===== src/rtl/apb_pkg.sv =====
// Shared definitions for the APB command path.
//   arb_state_t : request arbiter state encoding
//   APB_AW/DW   : default address/data widths, common with apb_master
package apb_pkg;

  typedef enum logic [1:0] {
    IDLE  = 2'd0,
    ISSUE = 2'd1,
    WAIT  = 2'd2,
    GAP   = 2'd3
  } arb_state_t;

  localparam int unsigned APB_AW = 8;
  localparam int unsigned APB_DW = 8;

endpackage


===== src/rtl/rr_picker.sv =====
// Combinational round-robin picker.
//   req     : request vector, one bit per requester
//   ptr     : index where the search starts (wraps at NREQ)
//   gnt     : one-hot grant for the first set request at or above ptr
//   gnt_idx : index of the granted requester
//   any     : at least one request is set
module rr_picker #(
  parameter int unsigned NREQ = 4,
  parameter int unsigned IW   = $clog2(NREQ)
) (
  input  logic [NREQ-1:0] req,
  input  logic [IW-1:0]   ptr,
  output logic [NREQ-1:0] gnt,
  output logic [IW-1:0]   gnt_idx,
  output logic            any
);

  logic [IW-1:0] w_idx;

  always_comb begin
    gnt     = '0;
    gnt_idx = '0;
    any     = 1'b0;
    w_idx   = '0;
    for (int unsigned k = 0; k < NREQ; k++) begin
      w_idx = IW'((32'(ptr) + k) % NREQ);
      if (!any && req[w_idx]) begin
        any          = 1'b1;
        gnt[w_idx]   = 1'b1;
        gnt_idx      = w_idx;
      end
    end
  end

endmodule


===== src/rtl/apb_req_arbiter.sv =====
// Round-robin arbiter sharing one apb_master between NREQ requesters.
//   PCLK/PRESET            : clock, synchronous active-high reset
//   req_valid/write/addr/wdata : per-requester requests (packed buses)
//   req_ready              : one-hot accept, combinational, IDLE only
//   rsp_valid/rsp_rdata    : one-hot completion pulse and read data
//   start_write/start_read : one-cycle command pulse to the master
//   addr/wdata             : latched command address/data
//   rdata/done             : master read data and completion pulse
//   busy                   : not IDLE
//   grant_id               : current or last winner
module apb_req_arbiter
  import apb_pkg::*;
#(
  parameter int unsigned NREQ = 4,
  parameter int unsigned AW   = APB_AW,
  parameter int unsigned DW   = APB_DW,
  parameter int unsigned IW   = $clog2(NREQ)
) (
  input  logic               PCLK,
  input  logic               PRESET,
  input  logic [NREQ-1:0]    req_valid,
  input  logic [NREQ-1:0]    req_write,
  input  logic [NREQ*AW-1:0] req_addr,
  input  logic [NREQ*DW-1:0] req_wdata,
  output logic [NREQ-1:0]    req_ready,
  output logic [NREQ-1:0]    rsp_valid,
  output logic [DW-1:0]      rsp_rdata,
  output logic               start_write,
  output logic               start_read,
  output logic [AW-1:0]      addr,
  output logic [DW-1:0]      wdata,
  input  logic [DW-1:0]      rdata,
  input  logic               done,
  output logic               busy,
  output logic [IW-1:0]      grant_id
);

  arb_state_t    r_state;
  arb_state_t    w_next;

  logic [IW-1:0] r_ptr;
  logic [IW-1:0] r_grant_id;
  logic          r_write;
  logic [AW-1:0] r_addr;
  logic [DW-1:0] r_wdata;
  logic [DW-1:0] r_rdata;

  logic [NREQ-1:0] w_gnt;
  logic [IW-1:0]   w_gnt_idx;
  logic            w_any;

  rr_picker #(
    .NREQ (NREQ),
    .IW   (IW)
  ) u_picker (
    .req     (req_valid),
    .ptr     (r_ptr),
    .gnt     (w_gnt),
    .gnt_idx (w_gnt_idx),
    .any     (w_any)
  );

  always_ff @(posedge PCLK) begin
    if (PRESET) r_state <= IDLE;
    else        r_state <= w_next;
  end

  always_comb begin
    w_next      = r_state;
    req_ready   = '0;
    start_write = 1'b0;
    start_read  = 1'b0;
    rsp_valid   = '0;
    busy        = (r_state != IDLE);
    case (r_state)
      IDLE: begin
        req_ready = w_gnt;
        if (w_any) w_next = ISSUE;
      end
      ISSUE: begin
        start_write = r_write;
        start_read  = !r_write;
        w_next      = WAIT;
      end
      WAIT: begin
        if (done) w_next = GAP;
      end
      GAP: begin
        rsp_valid[r_grant_id] = 1'b1;
        w_next                = IDLE;
      end
      default: w_next = IDLE;
    endcase
  end

  always_ff @(posedge PCLK) begin
    if (PRESET) begin
      r_ptr      <= '0;
      r_grant_id <= '0;
      r_write    <= 1'b0;
      r_addr     <= '0;
      r_wdata    <= '0;
      r_rdata    <= '0;
    end else begin
      case (r_state)
        IDLE: begin
          if (w_any) begin
            r_grant_id <= w_gnt_idx;
            r_write    <= req_write[w_gnt_idx];
            r_addr     <= req_addr[w_gnt_idx*AW +: AW];
            r_wdata    <= req_wdata[w_gnt_idx*DW +: DW];
          end
        end
        ISSUE: begin
          r_ptr <= (r_grant_id == IW'(NREQ-1)) ? '0 : r_grant_id + IW'(1);
        end
        WAIT: begin
          // Writes report zero so requesters never see stale bus data.
          if (done) r_rdata <= r_write ? '0 : rdata;
        end
        default: ;
      endcase
    end
  end

  assign addr      = r_addr;
  assign wdata     = r_wdata;
  assign rsp_rdata = r_rdata;
  assign grant_id  = r_grant_id;

endmodule


===== config.mk =====
export PLATFORM = sky130hd
export DESIGN_NAME = apb_req_arbiter
export DESIGN_NICKNAME = d
export VERILOG_FILES = /design/src/rtl/apb_pkg.sv /design/src/rtl/rr_picker.sv /design/src/rtl/apb_req_arbiter.sv
export SDC_FILE = /design/constraint.sdc
export NUM_CORES = 1
export LEC_CHECK = 0
export ABC_CLOCK_PERIOD_IN_PS = 3810
export BUFFER_PORTS_ARGS = -buffer_cell sky130_fd_sc_hd__buf_2
export CAP_MARGIN = 25
export CORE_MARGIN = 5
export CORE_UTILIZATION = 40
export CTS_CLUSTER_SIZE = 28
export DETAILED_ROUTE_END_ITERATION = 12
export PLACE_DENSITY = 0.71
export SYNTH_ARGS = -nofsm -noshare
export SYNTH_HDL_FRONTEND = slang
export SYNTH_SLANG_ARGS = --single-unit

===== constraint.sdc =====
create_clock -name PCLK -period 3.81 [get_ports PCLK]
set_clock_uncertainty 0.05 [all_clocks]
set_input_delay 0 -clock PCLK [delete_from_list [all_inputs] [get_ports PCLK]]
set_output_delay 0 -clock PCLK [all_outputs]
set_load 0.005 [all_outputs]

==> impl_metrics.toml <==
[global_route]
grt_pass1_wl_um = 11400
track_usage_pct = 18.3
grt_pass1_vias = 2567
overflow = 0
grt_max_degree = 21
antenna_found_initial = 0

[floorplan]
start_util_pct = 40.7
coreArea_um2 = 5890
dieArea_um2 = 7640
rows = 28
io_pins = 120
die_h_um = 87.4
dieWidth_um = 87.4

[clock_tree]
cts_buffers = 5
cts_buffer_depth = 2
clkSlewWorstSetupHoldPaths_ns = 0.07
clock_latency_ns = 0.28
htreeDepth = 2
cts_tree = "built"
clock_sinks = 31
cts_setup_buffers = 0
cts.root.buffer_cell = "clkbuf_8"

[sta]
finalCritPeriodShare_pct = 90.6
worst_slew_pin_slew_ns = 0.699
setup_tns_ns = 0
hold_violations = 0
fin_ws_ns = 0.357
slew_headroom_pct = 53.3
finalSetupViolCount = 0
slew_violations = 0
post-route-min-period_ns = 3.45
rsz0062_at_grt = "no"
fmax_mhz = 290

[setup_path]
ff2ff_path_depth = 9
start_kind = "flip-flop"
r2r_slack_ns = 0.36
cp.required_ns = 3.90
endpoint = "wdata[0]"
critPathCaptureType = "flip-flop"
max_stage_delay_ns = 0.57
r2r-start = "r_ptr[1]"
rr_endpoint = "wdata[0]"
crit_start = "r_ptr[1]"
cp_max_fo = 18
crit_chain = "inv_1, ha_1, mux4_2, a21oi_1, o31a_4, buf_4, mux2i_1, dlygate4sd3_1, o211ai_1"
arrival_ns = 3.55
path_class = "flip-flop to flip-flop"
slowest_stage = "dlygate4sd3_1"

[flow_run]
cap_violations = 0

[detailed_routing]
vias_per_cell = 5.12
wire_per_inst_um = 13.8
drc_errors = 0
ant_nets = 0
firstDrtPassIters = 4
vias = 2609
wl_um = 7060
drtIter0Drc = 58

[synth]
synthFlopType = "dfxtp_1"
syn-num-nets = 390
ys_seq_area_share_pct = 25.9
async_flop_share_pct = 0
avgSynthCellArea_um2 = 8.24
yosys_warnings = 0
synth-seq-cells = 31
synthCells = 291
synth_area_um2 = 2400
synth_edf_count = 0
synth_cell_types = 39

[cells_and_area]
area_delta_synth_final_pct = 44.9
drive_above_1_share_pct = 34.7
mostFrequentLayoutCell = "buf_2"
fin_area_um2 = 3470
layout.nets = 533
antenna_cells = 0
final_cell_mix = "buf_2, nor2_1, dlygate4sd3_1"

[power_and_ir_drop]
ir_worst_vdd_uv = 311
power.density_nw_per_um2 = 647
p_leak_uw = 0.00176

[placed_design]
gp_congestion = 0.773
placed_area_um2 = 3020
io_buffers = 119
hpwl_um = 4970
place_ws_ns = 0.566

[worst_hold_path]
hold_path_startpoint = "PRESET"
whs_path_depth = 2
hold_path.class = "input pin to flip-flop"

[outcome]
status = "finished, final reports clean"
==> stage by stage <==
step	power, uW	hold slack (ns)	std cells	util [%]
floorplan	1520	0.136	291	-
global placement	1800	0.229	468	51.3
detailed placement	1840	0.240	468	51.3
CTS	2250	0.0179	510	58.8
global route	2450	0.0360	510	59.0
finish	2250	0.0223	510	59.0
==> synth_stat cells (2+ instances only) <==
cell type	number	area share, %
a221oi_1	4	1.5
a22oi_1	4	1.3
o211ai_1	9	2.8
buf_2	5	1.0
clkbuf_1	12	1.9
nor2b_1	2	0.52
mux2i_1	28	12
nor3_1	2	0.42
nand2_1	11	1.7
inv_1	27	4.2
a21oi_1	13	2.7
buf_6	3	1.4
nor2_1	51	8.0
ha_1	16	8.4
nor3b_1	8	2.5
o32ai_1	8	2.9
and2_1	5	1.3
dfxtp_1	31	26
buf_4	2	0.63
mux4_2	4	3.8
nor4_1	19	5.0
nand2b_1	3	0.78
mux2_2	7	3.3
mux2_4	2	1.3
==> timing repair <==
item | CTS | global route
hold buffers | 34 | 0
endpoints found under the setup margin | 0 | 9
endpoints found under the hold margin | 17 | 0
resized for setup | 0 | 3
==> worst max-delay path, delay by kind of cell, from the launching register on <==
kind                       cells  cell delay (ns)
adders and majority gates      1             0.45
AOI/OAI and AO/OA              3             0.59
muxes                          2             0.72
buffers and inverters          3             1.06
DFF                            1             0.45
==> worst min path at each step <==
stage,endpoint
2_1_floorplan,addr[2]
4_1_cts,rsp_rdata[5]
6_report,rsp_rdata[5]
3_3_place_gp,wdata[7]
3_5_place_dp,wdata[2]
5_1_grt,rsp_rdata[4]
==> power breakdown <==
part	total, uW	switching, uW	internal [uW]
Clock	292	128	164
Sequential	519	90.4	429
Combinational	1430	729	706
Total	2250	947	1300
==> registers in the layout, summed over array words and instances, names as in the netlist <==
signal	cells
rsp_rdata	8
wdata	8
r_write	1
r_ptr	2
addr	8
grant_id	2
r_state	2
==> cell families (layout without fill, tap and decap cells) <==
logic type / after synthesis / count (layout) / share of synthesized area, %
AOI/OAI and AO/OA: 48 / 48 / 14.6
adders and majority gates: 16 / 16 / 8.35
buffers and inverters: 49 / 193 / 9.19
DFF: 31 / 31 / 25.9
muxes: 42 / 42 / 20.5
and+or+nand+nor: 105 / 105 / 21.6
==> cell type report <==
cell class / count / area (um2)
Fill cell: 532 / 2410
Multi-Input combinational cell: 211 / 1580
Timing Repair Buffer: 158 / 973
Sequential cell: 31 / 623
Inverter: 27 / 101
Clock buffer: 7 / 96.3
Tap cell: 75 / 93.8
Clock inverter: 1 / 7.51
==> per-layer routing <==
| metal | wire, um | part of all wire (%) | GRT usage, % | vias up |
|---|---|---|---|---|
| li1 | - | - | - | 1315 |
| met5 | 0 | 0 | 0 | - |
| met1 | 2880 | 41 | 21.7 | 1196 |
| met2 | 3610 | 51 | 32.2 | 86 |
| met3 | 468 | 6.6 | 4.54 | 12 |
| met4 | 92 | 1.3 | 5.86 | 0 |
No activity file was read; power rests on OpenSTA's default activity.
